### src/rtl/keypad_pkg.sv
// Shared types and constants for the 4x4 keypad scanner.
package keypad_pkg;

    localparam int NUM_ROWS = 4;
    localparam int NUM_COLS = 4;
    localparam int CODE_W   = 4;

    // Debounce FSM states.
    typedef enum logic [1:0] {
        IDLE,
        CONFIRM,
        PRESSED,
        RELEASE
    } kp_state_t;

endpackage

### src/rtl/scan_tick_gen.sv
// Column-slot divider: emits a one-cycle tick on the last cycle of every
// SCAN_DIV-cycle slot.
module scan_tick_gen #(
    parameter int SCAN_DIV = 1000
) (
    input  logic clk,
    input  logic rst_n,
    output logic tick
);

    localparam int CNT_W = (SCAN_DIV < 2) ? 1 : $clog2(SCAN_DIV);
    localparam logic [CNT_W-1:0] LAST = CNT_W'(SCAN_DIV - 1);

    logic [CNT_W-1:0] cnt;

    // Free-running slot counter, wraps after SCAN_DIV cycles.
    always_ff @(posedge clk or negedge rst_n) begin
        if (!rst_n)
            cnt <= '0;
        else if (cnt == LAST)
            cnt <= '0;
        else
            cnt <= cnt + CNT_W'(1);
    end

    assign tick = (cnt == LAST);

endmodule

### src/rtl/keypad_scanner.sv
// 4x4 matrix keypad scanner: drives one-cold column strobes, synchronizes the
// row lines, folds four column slots into one scan result and debounces
// presses and releases over DEB_SCANS consecutive identical scans.
module keypad_scanner
    import keypad_pkg::*;
#(
    parameter int SCAN_DIV  = 1000,
    parameter int DEB_SCANS = 4
) (
    input  logic                clk,
    input  logic                rst_n,
    input  logic [NUM_ROWS-1:0] row,
    output logic [NUM_COLS-1:0] col,
    output logic [CODE_W-1:0]   key_code,
    output logic                key_valid,
    output logic                key_held
);

    localparam int CW = $clog2(DEB_SCANS + 1);
    localparam logic [CW-1:0] DEB_LAST = CW'(DEB_SCANS - 1);

    logic                tick;
    logic [1:0]          idx;
    logic [1:0]          idx_nxt;
    logic [NUM_ROWS-1:0] row_s1;
    logic [NUM_ROWS-1:0] row_s2;

    // Scan accumulation across the slots of the current scan
    logic [1:0]          acc_cnt;
    logic [CODE_W-1:0]   acc_code;
    logic [2:0]          slot_n;
    logic [1:0]          slot_row;
    logic [1:0]          prev_n;
    logic [CODE_W-1:0]   prev_code;
    logic [2:0]          sum_n;
    logic [1:0]          scan_n;
    logic [CODE_W-1:0]   scan_code;
    logic                scan_done;

    // Debounce FSM
    kp_state_t           state, state_d;
    logic [CODE_W-1:0]   cand, cand_d;
    logic [CW-1:0]       cnt, cnt_d;
    logic [CODE_W-1:0]   code_d;
    logic                valid_d;

    scan_tick_gen #(
        .SCAN_DIV (SCAN_DIV)
    ) u_tick (
        .clk   (clk),
        .rst_n (rst_n),
        .tick  (tick)
    );

    assign idx_nxt   = idx + 2'd1;
    assign scan_done = tick && (idx == 2'd3);

    // Column index and registered one-cold strobe advance together on each tick.
    always_ff @(posedge clk or negedge rst_n) begin
        if (!rst_n) begin
            idx <= 2'd0;
            col <= 4'b1110;
        end else if (tick) begin
            idx <= idx_nxt;
            col <= ~(4'b0001 << idx_nxt);
        end
    end

    // Two-flop synchronizer for the asynchronous row lines (idle-high).
    always_ff @(posedge clk or negedge rst_n) begin
        if (!rst_n) begin
            row_s1 <= '1;
            row_s2 <= '1;
        end else begin
            row_s1 <= row;
            row_s2 <= row_s1;
        end
    end

    // Fold the current slot into the running scan result; slot 0 starts fresh.
    always_comb begin
        slot_n   = 3'd0;
        slot_row = 2'd0;
        for (int r = 0; r < NUM_ROWS; r++) begin
            if (!row_s2[r])
                slot_n = slot_n + 3'd1;
        end
        for (int r = NUM_ROWS - 1; r >= 0; r--) begin
            if (!row_s2[r])
                slot_row = 2'(r);
        end
        prev_n    = (idx == 2'd0) ? 2'd0 : acc_cnt;
        prev_code = (idx == 2'd0) ? '0 : acc_code;
        sum_n     = {1'b0, prev_n} + slot_n;
        scan_n    = (sum_n >= 3'd2) ? 2'd2 : sum_n[1:0];
        scan_code = ((prev_n == 2'd0) && (slot_n != 3'd0)) ? {idx, slot_row} : prev_code;
    end

    // Keep the partial scan result, sampled on the last cycle of each slot.
    always_ff @(posedge clk or negedge rst_n) begin
        if (!rst_n) begin
            acc_cnt  <= 2'd0;
            acc_code <= '0;
        end else if (tick) begin
            acc_cnt  <= scan_n;
            acc_code <= scan_code;
        end
    end

    // Debounce state register and registered outputs.
    always_ff @(posedge clk or negedge rst_n) begin
        if (!rst_n) begin
            state     <= IDLE;
            cand      <= '0;
            cnt       <= '0;
            key_code  <= '0;
            key_valid <= 1'b0;
        end else begin
            state     <= state_d;
            cand      <= cand_d;
            cnt       <= cnt_d;
            key_code  <= code_d;
            key_valid <= valid_d;
        end
    end

    // Next-state logic, evaluated once per completed scan.
    always_comb begin
        state_d = state;
        cand_d  = cand;
        cnt_d   = cnt;
        code_d  = key_code;
        valid_d = 1'b0;
        if (scan_done) begin
            unique case (state)
                IDLE: begin
                    if (scan_n == 2'd1) begin
                        if (DEB_SCANS == 1) begin
                            state_d = PRESSED;
                            code_d  = scan_code;
                            valid_d = 1'b1;
                            cnt_d   = '0;
                        end else begin
                            state_d = CONFIRM;
                            cand_d  = scan_code;
                            cnt_d   = CW'(1);
                        end
                    end
                end
                CONFIRM: begin
                    if ((scan_n == 2'd1) && (scan_code == cand)) begin
                        if (cnt == DEB_LAST) begin
                            state_d = PRESSED;
                            code_d  = cand;
                            valid_d = 1'b1;
                            cnt_d   = '0;
                        end else begin
                            cnt_d = cnt + CW'(1);
                        end
                    end else begin
                        state_d = IDLE;
                        cnt_d   = '0;
                    end
                end
                PRESSED: begin
                    if (scan_n == 2'd0) begin
                        if (DEB_SCANS == 1) begin
                            state_d = IDLE;
                            cnt_d   = '0;
                        end else begin
                            state_d = RELEASE;
                            cnt_d   = CW'(1);
                        end
                    end
                end
                RELEASE: begin
                    if (scan_n == 2'd0) begin
                        if (cnt == DEB_LAST) begin
                            state_d = IDLE;
                            cnt_d   = '0;
                        end else begin
                            cnt_d = cnt + CW'(1);
                        end
                    end else begin
                        state_d = PRESSED;
                        cnt_d   = '0;
                    end
                end
                default: begin
                    state_d = IDLE;
                    cnt_d   = '0;
                end
            endcase
        end
    end

    assign key_held = (state == PRESSED) || (state == RELEASE);

endmodule

### config.mk
export PLATFORM = sky130hd
export DESIGN_NAME = keypad_scanner
export DESIGN_NICKNAME = d
export VERILOG_FILES = /design/src/rtl/keypad_pkg.sv /design/src/rtl/scan_tick_gen.sv /design/src/rtl/keypad_scanner.sv
export SDC_FILE = /design/constraint.sdc
export NUM_CORES = 1
export LEC_CHECK = 0
export CAP_MARGIN = 20
export CORE_ASPECT_RATIO = 0.8
export CORE_MARGIN = 1
export CORE_UTILIZATION = 52
export CTS_CLUSTER_SIZE = 12
export DETAILED_ROUTE_END_ITERATION = 16
export PLACE_DENSITY = 0.75
export RECOVER_POWER = 50
export SKIP_CTS_REPAIR_TIMING = 1
export SYNTH_ARGS = -nofsm -noshare
export SYNTH_HDL_FRONTEND = slang
export SYNTH_HIERARCHICAL = 1
export SYNTH_SLANG_ARGS = --single-unit
### constraint.sdc
create_clock -name clk -period 3.5 [get_ports clk]
set_input_delay 0.7 -clock clk [delete_from_list [all_inputs] [get_ports clk]]
set_output_delay 0.7 -clock clk [all_outputs]
set_load 0.03 [all_outputs]
* Yosys cells after proc, flatten, opt, wreduce, memory -nomap -nowiden *
Index checks and enable logic that the tools add are counted.

storage, ports and cells
  register bits = 44
  logic and storage cells = 77
  output and inout port bits = 10
  RAM bits = 0
  bits in latches = 0
  input port bits = 6
  memory bits (read-only) = 0
  memories kept = 0

cells by class
  bitwise logic cells = 1
  reduce and logical (&&, ||, !) cells = 13
  multiplexer cells = 30
  shift-type cells = 1
  order comparisons = 1
  eq/ne operators = 12
  divide/modulo/power cells = 0
  multiply operators = 0
  $add $sub $neg = 7

operators with widths
  kind                   count
  $mux 2                 12
  $mux 3                 8
  $add 3x1->3 const B    4
  $pmux 3 s4             1
  $add 10x1->10 const B  1
  $eq 10x10->1 const B   1
  $mux 10                1
  $logic_not 2->1        4
  $mux 4                 2
  $pmux 2 s4             1
  $eq 2x2->1 const B     3
  $ne 3x3->1 const B     2
  $reduce_and 3->1       2
  $mux 1                 5
  $reduce_and 5->1       1
  $eq 2x1->1 const B     2
  $eq 4x4->1             1
  $ne 2x2->1 const B     2
  $not 4->4              1
  $reduce_and 4->1       1
  $shl 1x2->4 const A    1
  $add 2x3->3            1
  $eq 3x2->1 const B     1
  $ge 3x2->1 const B     1
  other kinds (4)        6

* Longest topological paths before layout *
  word-level depth = 15
  depth in mapped cells = 16
  gate-level depth less buffers = 15

* By module *
Netlist, hierarchy kept.

by module, submodules not included
  module          area each (um^2)  cells an instance  times used  sequential area each (um^2)
  keypad_scanner  1839.3            173                1           864.6
  scan_tick_gen   483.0             43                 1           250.2

* Worst setup path before layout *
OpenSTA, ideal clock, no wires.

  path kind = flip-flop to flip-flop
  from = register row_s2[0]
  to = register cand[1]
  setup time = 133 ps
  required time = 3367 ps
  arrival time = 3586 ps
  buffers on the path = 1
  stages on the path, launching flop included = 16
  period minus slack after synthesis = 3719 ps
  slack = -219 ps
  cell sequence = dfstp_2 > inv_1 > ha_1 > xnor2_1 > ha_1 > nor2_1 > a31o_2 > inv_1 > fa_1 > xnor3_1 > nor2_1 > nand2_1 > or4_1 > clkbuf_1 > nand2_1 > o21ai_0

between the ends
  cells in the longest elaborated chain, start to end = 12
  elaborated cells between the ends (all ways) = 16
  those cells by class = add/sub (4); order compare (1); eq/ne (1); mux (7); reduce/logical (3)

ends and longest elaborated chain
  item                        RTL line               text
  start, declared             keypad_scanner.sv:26   logic [NUM_ROWS-1:0] row_s2;
  start signal, assigned      keypad_scanner.sv:76   row_s2 <= row_s1;
  $mux 1                      keypad_scanner.sv:85   if (!row_s2[r])
  $add 3x1->3                 keypad_scanner.sv:86   slot_n = slot_n + 3'd1;
  $mux 3                      keypad_scanner.sv:85
  $add 3x1->3                 keypad_scanner.sv:86
  $mux 3                      keypad_scanner.sv:85
  $add 3x1->3                 keypad_scanner.sv:86
  $mux 3                      keypad_scanner.sv:85
  $add 2x3->3                 keypad_scanner.sv:94   sum_n = {1'b0, prev_n} + slot_n;
  $ge 3x2->1                  keypad_scanner.sv:95   scan_n = (sum_n >= 3'd2) ? 2'd2 : sum_n[1:0];
  $mux 2                      keypad_scanner.sv:95
  $eq 2x1->1                  keypad_scanner.sv:137  if (scan_n == 2'd1) begin
  $reduce_and 3->1 (no line)  -
  end signal, assigned        keypad_scanner.sv:120  cand <= cand_d;
  end, declared               keypad_scanner.sv:42   logic [CODE_W-1:0] cand, cand_d;

Parallel ways exist; a longest one is shown, timed or not.
A chain may end at the register's enable or synchronous reset.

* Worst setup path in the final report *
  from = register row_s2[1]
  to = register key_code[1]

between the ends
  cells in the longest elaborated chain, start to end = 11
  elaborated cells between the ends (all ways) = 17
  those cells by class = add/sub (3); order compare (1); eq/ne (2); mux (7); reduce/logical (4)

ends and longest elaborated chain
  item                                              RTL line                                    text
  $mux 3                                            keypad_scanner.sv:85
  $add 3x1->3                                       keypad_scanner.sv:86
  $mux 3                                            keypad_scanner.sv:85
  $add 3x1->3                                       keypad_scanner.sv:86
  $mux 3                                            keypad_scanner.sv:85
  $add 2x3->3 or $reduce_bool 3->1 (tied branches)  keypad_scanner.sv:94, keypad_scanner.sv:96
  $ge 3x2->1 or $logic_and 1x1->1 (tied branches)   keypad_scanner.sv:95, keypad_scanner.sv:96
  $mux 2 or $mux 4 (tied branches)                  keypad_scanner.sv:95, keypad_scanner.sv:96
  $eq 2x1->1 or $eq 4x4->1 (tied branches)          keypad_scanner.sv:151                       if ((scan_n == 2'd1) && (scan_code == cand)) begin
  $logic_and 1x1->1 (*)                             keypad_scanner.sv:151
  $reduce_and 4->1 (no line) (*)                    -
  end signal, assigned                              keypad_scanner.sv:122                       key_code <= code_d;
  end, declared                                     keypad_scanner.sv:14                        output logic [CODE_W-1:0] key_code,

Mark *: on every way between the ends. The rest lies on a longest branch, timed or not.

==> results.md <==
- Clk sinks: between 40 and 50
- Fin crit period: roughly 3.4 ns
- Worst min path class: reg -> reg
- Static leakage: between 1 and 1.5 nW
- Die area: roughly 4700 sq um
- Worst Path Required: between 3 and 4 ns
- Unique cell type count in the Yosys netlist: 55
- Failing checks: max-capacitance violations, max-slew violations
- Placer Congestion: 0.763
- WS Path Type: reg -> reg
- Mapped Area: between 2000 and 2500 sq um
- Clock root buffer master: clkbuf_8
- Power Dens Cells: 375 nW/um^2
- Worst IR drop on VDD: 242 uV
- Startpoint Class: flip-flop
- Final Total Pwr: approximately 1.1 mW
- H-tree Lvls: 2
- Most frequent CP cell: ha_4
- Sequential fraction of the synthesis area: 48.0%
- Reg clk slew, reported paths: approximately 0.08 ns
- Via Count: roughly 1,700
- Post-synth ARST share: 100%
- Diodes inserted: 0
- Mapped Nets: roughly 230
- Total CTS buffers: 5
- Nets: 260
- FP Rows: 21
- WL/cell: about 14 um
- Critical-path top delay cell: dfstp_2
- DP HPWL: 3040 um
- Most frequent cells in the layout: 33 x dfrtp_1, 15 x nand2_1, 13 x inv_1
- Vias per cell: about 5.5
- Total GRT Usage: 19.8%
- Die width: ~77 um
- Main flop type after synthesis: dfrtp_1
- Drt total wl: about 4300 um
- Starting density of the core: 54.9%
- Die H: 61.8 um
- Synth Instances: about 220
- Clk_skew: between 0.005 and 0.006 ns
- Initial antenna violation count: 0
- Commonest non-fill, non-tap cell in the layout: dfrtp_1
- First-pass GRT wire length: between 7000 and 8000 um
- Share of cells above drive strength 1: between 20 and 30%
- Max-slew headroom: -51.3%
- Fillers: roughly 320
- DRT Pass-1 Iters: 4
- # IOs: 16
- Vias in the first global route: about 1,600
- Fmax: a little under 300 MHz
- Tcrit/Tclk final: between 90% and 100%
- IO Port Bufs: 15
- Max-cap violations: 1
- Status: finished, violations left
- DRT antenna net count: 0
- Initial DRC count: 64
- RSZ-0062 raised after global routing: yes
- Total gr overflow: 0
- Yosys warns: 6
- Worst-margin pin slew: 2.27 ns
- CP Cell Sequence: inv_2 -> ha_4 -> xnor2_4 -> ha_4 -> nor2b_1 -> mux4_2 -> o211a_1 -> a221o_1 -> a311oi_4 -> nand4_4 -> mux2_4
- CTS tree: done
- Pins Over Slew Limit: 45
- Fin util: between 60% and 70%
- Residual DRC: 0
- Clk Latency, worst-skew pair: about 0.29 ns
- Critical path arrival: roughly 3.6 ns
- Critical path's largest stage delay: 0.57 ns
- Post-synthesis register bit count: 44
- Buf+Inv Stages, Crit Path: 1
- Post-synth EDFFs: 0
- Synth Area per Inst: 10.8 sq um
- CP max FO: 6
- Area growth syn-to-layout: 21.9%
- Core area: approximately 4200 sq um
- CP Capture Type: flip-flop
- Count of final setup violators: 0
- Final Hold Fails: 0
- CTS max path bufs: 2
- CP delay by family, top: compound AO/OA/AOI/OAI gates
- Largest net degree at the start of global routing: 45
==> metrics by stage <==
stage | hold WS, ns | TNS, ns | instance area [sq um] | setup slack, ns | instances
global placement | 0.346 | 0 | 2620 | 0.0237 | 291
global route | 0.366 | -0.0241 | 2830 | -0.0241 | 300
CTS | 0.359 | -1.20 | 2740 | -0.171 | 299
finish | 0.358 | 0 | 2830 | 0.0732 | 300
floorplan | 0.345 | 0 | 2350 | 0.00315 | 216
detailed placement | 0.347 | -0.438 | 2620 | -0.0974 | 291
==> routing by layer <==
layer | up-vias | wire (um) | GRT usage [%]
met2 | 20 | 2000 | 33.4
li1 | 812 | - | -
met4 | 0 | 47 | 5.77
met3 | 6 | 122 | 4.38
met5 | - | 0 | 0
met1 | 822 | 2180 | 26.2
==> sequential cells by signal, indices dropped and copies added, names as in the netlist <==
signal,cells
col,4
cand,4
state,2
cnt,3
row_s2,4
key_valid,1
idx,2
acc_cnt,2
acc_code,4
key_code,4
u_tick/cnt,10
row_s1,4
==> cells in the mapped netlist, types with 2 or more instances <==
master | number | area share (%)
or2_2 | 2 | 0.54
nand3_1 | 11 | 2.4
clkbuf_1 | 5 | 0.81
dfrtp_1 | 33 | 36
dfstp_2 | 11 | 12
nor2b_1 | 7 | 1.9
and3_4 | 2 | 0.97
nor2_1 | 14 | 2.3
a311o_1 | 2 | 0.86
xnor2_1 | 5 | 1.9
a21oi_1 | 7 | 1.5
nand4_1 | 4 | 1.1
o21ai_0 | 13 | 2.8
a31oi_1 | 3 | 0.81
inv_1 | 14 | 2.3
xor2_1 | 6 | 2.3
nand2_1 | 16 | 2.6
and2_1 | 2 | 0.54
and3_1 | 5 | 1.3
mux2i_1 | 4 | 1.7
ha_1 | 11 | 5.9
nand2b_1 | 2 | 0.54
nor3_1 | 2 | 0.43
mux2_2 | 4 | 1.9
==> power by group <==
group / internal [mW] / switching, mW
Combinational: 0.0532 / 0.0646
Clock: 0.252 / 0.170
Sequential: 0.517 / 0.00504
Total: 0.822 / 0.240
==> cell families (layout without fill, tap and decap cells) <==
kind of cell,count (synthesis),in the layout,synth area share (%)
AO/OA/AOI/OAI,43,43,14.7
AND/OR/NAND/NOR,74,74,17.2
multiplexers,9,9,4.63
adder cells (fa/ha/maj),12,12,6.79
XOR/XNOR,12,12,5.12
buffers and inverters,22,49,3.61
flip-flops,44,44,48.0
==> layout make-up <==
class | count | area [sq um] | area share [%]
Sequential cell | 44 | 1110 | 39.4
Multi-Input combinational cell | 150 | 1230 | 43.6
Tap cell | 57 | 71.3 | 2.52
Timing Repair Buffer | 26 | 226 | 8.00
Clock buffer | 7 | 96.3 | 3.40
Inverter | 15 | 56.3 | 1.99
Clock inverter | 1 | 30.0 | 1.06
==> worst paths after layout <==
check                          start     endpoint  slack, ns  cells past startpoint
hold / removal             row_s1[1]    row_s2[1]       0.36                      0
setup / recovery           row_s2[1]  key_code[1]       0.07                     11
min in group asynchronous      rst_n       cnt[0]       1.08                      1
hold reg to reg            row_s1[1]    row_s2[1]       0.36                      0
setup reg to reg           row_s2[1]  key_code[1]       0.07                     11
max in group asynchronous      rst_n  acc_code[1]       1.13                      1
(Power assumes the default switching activity.)
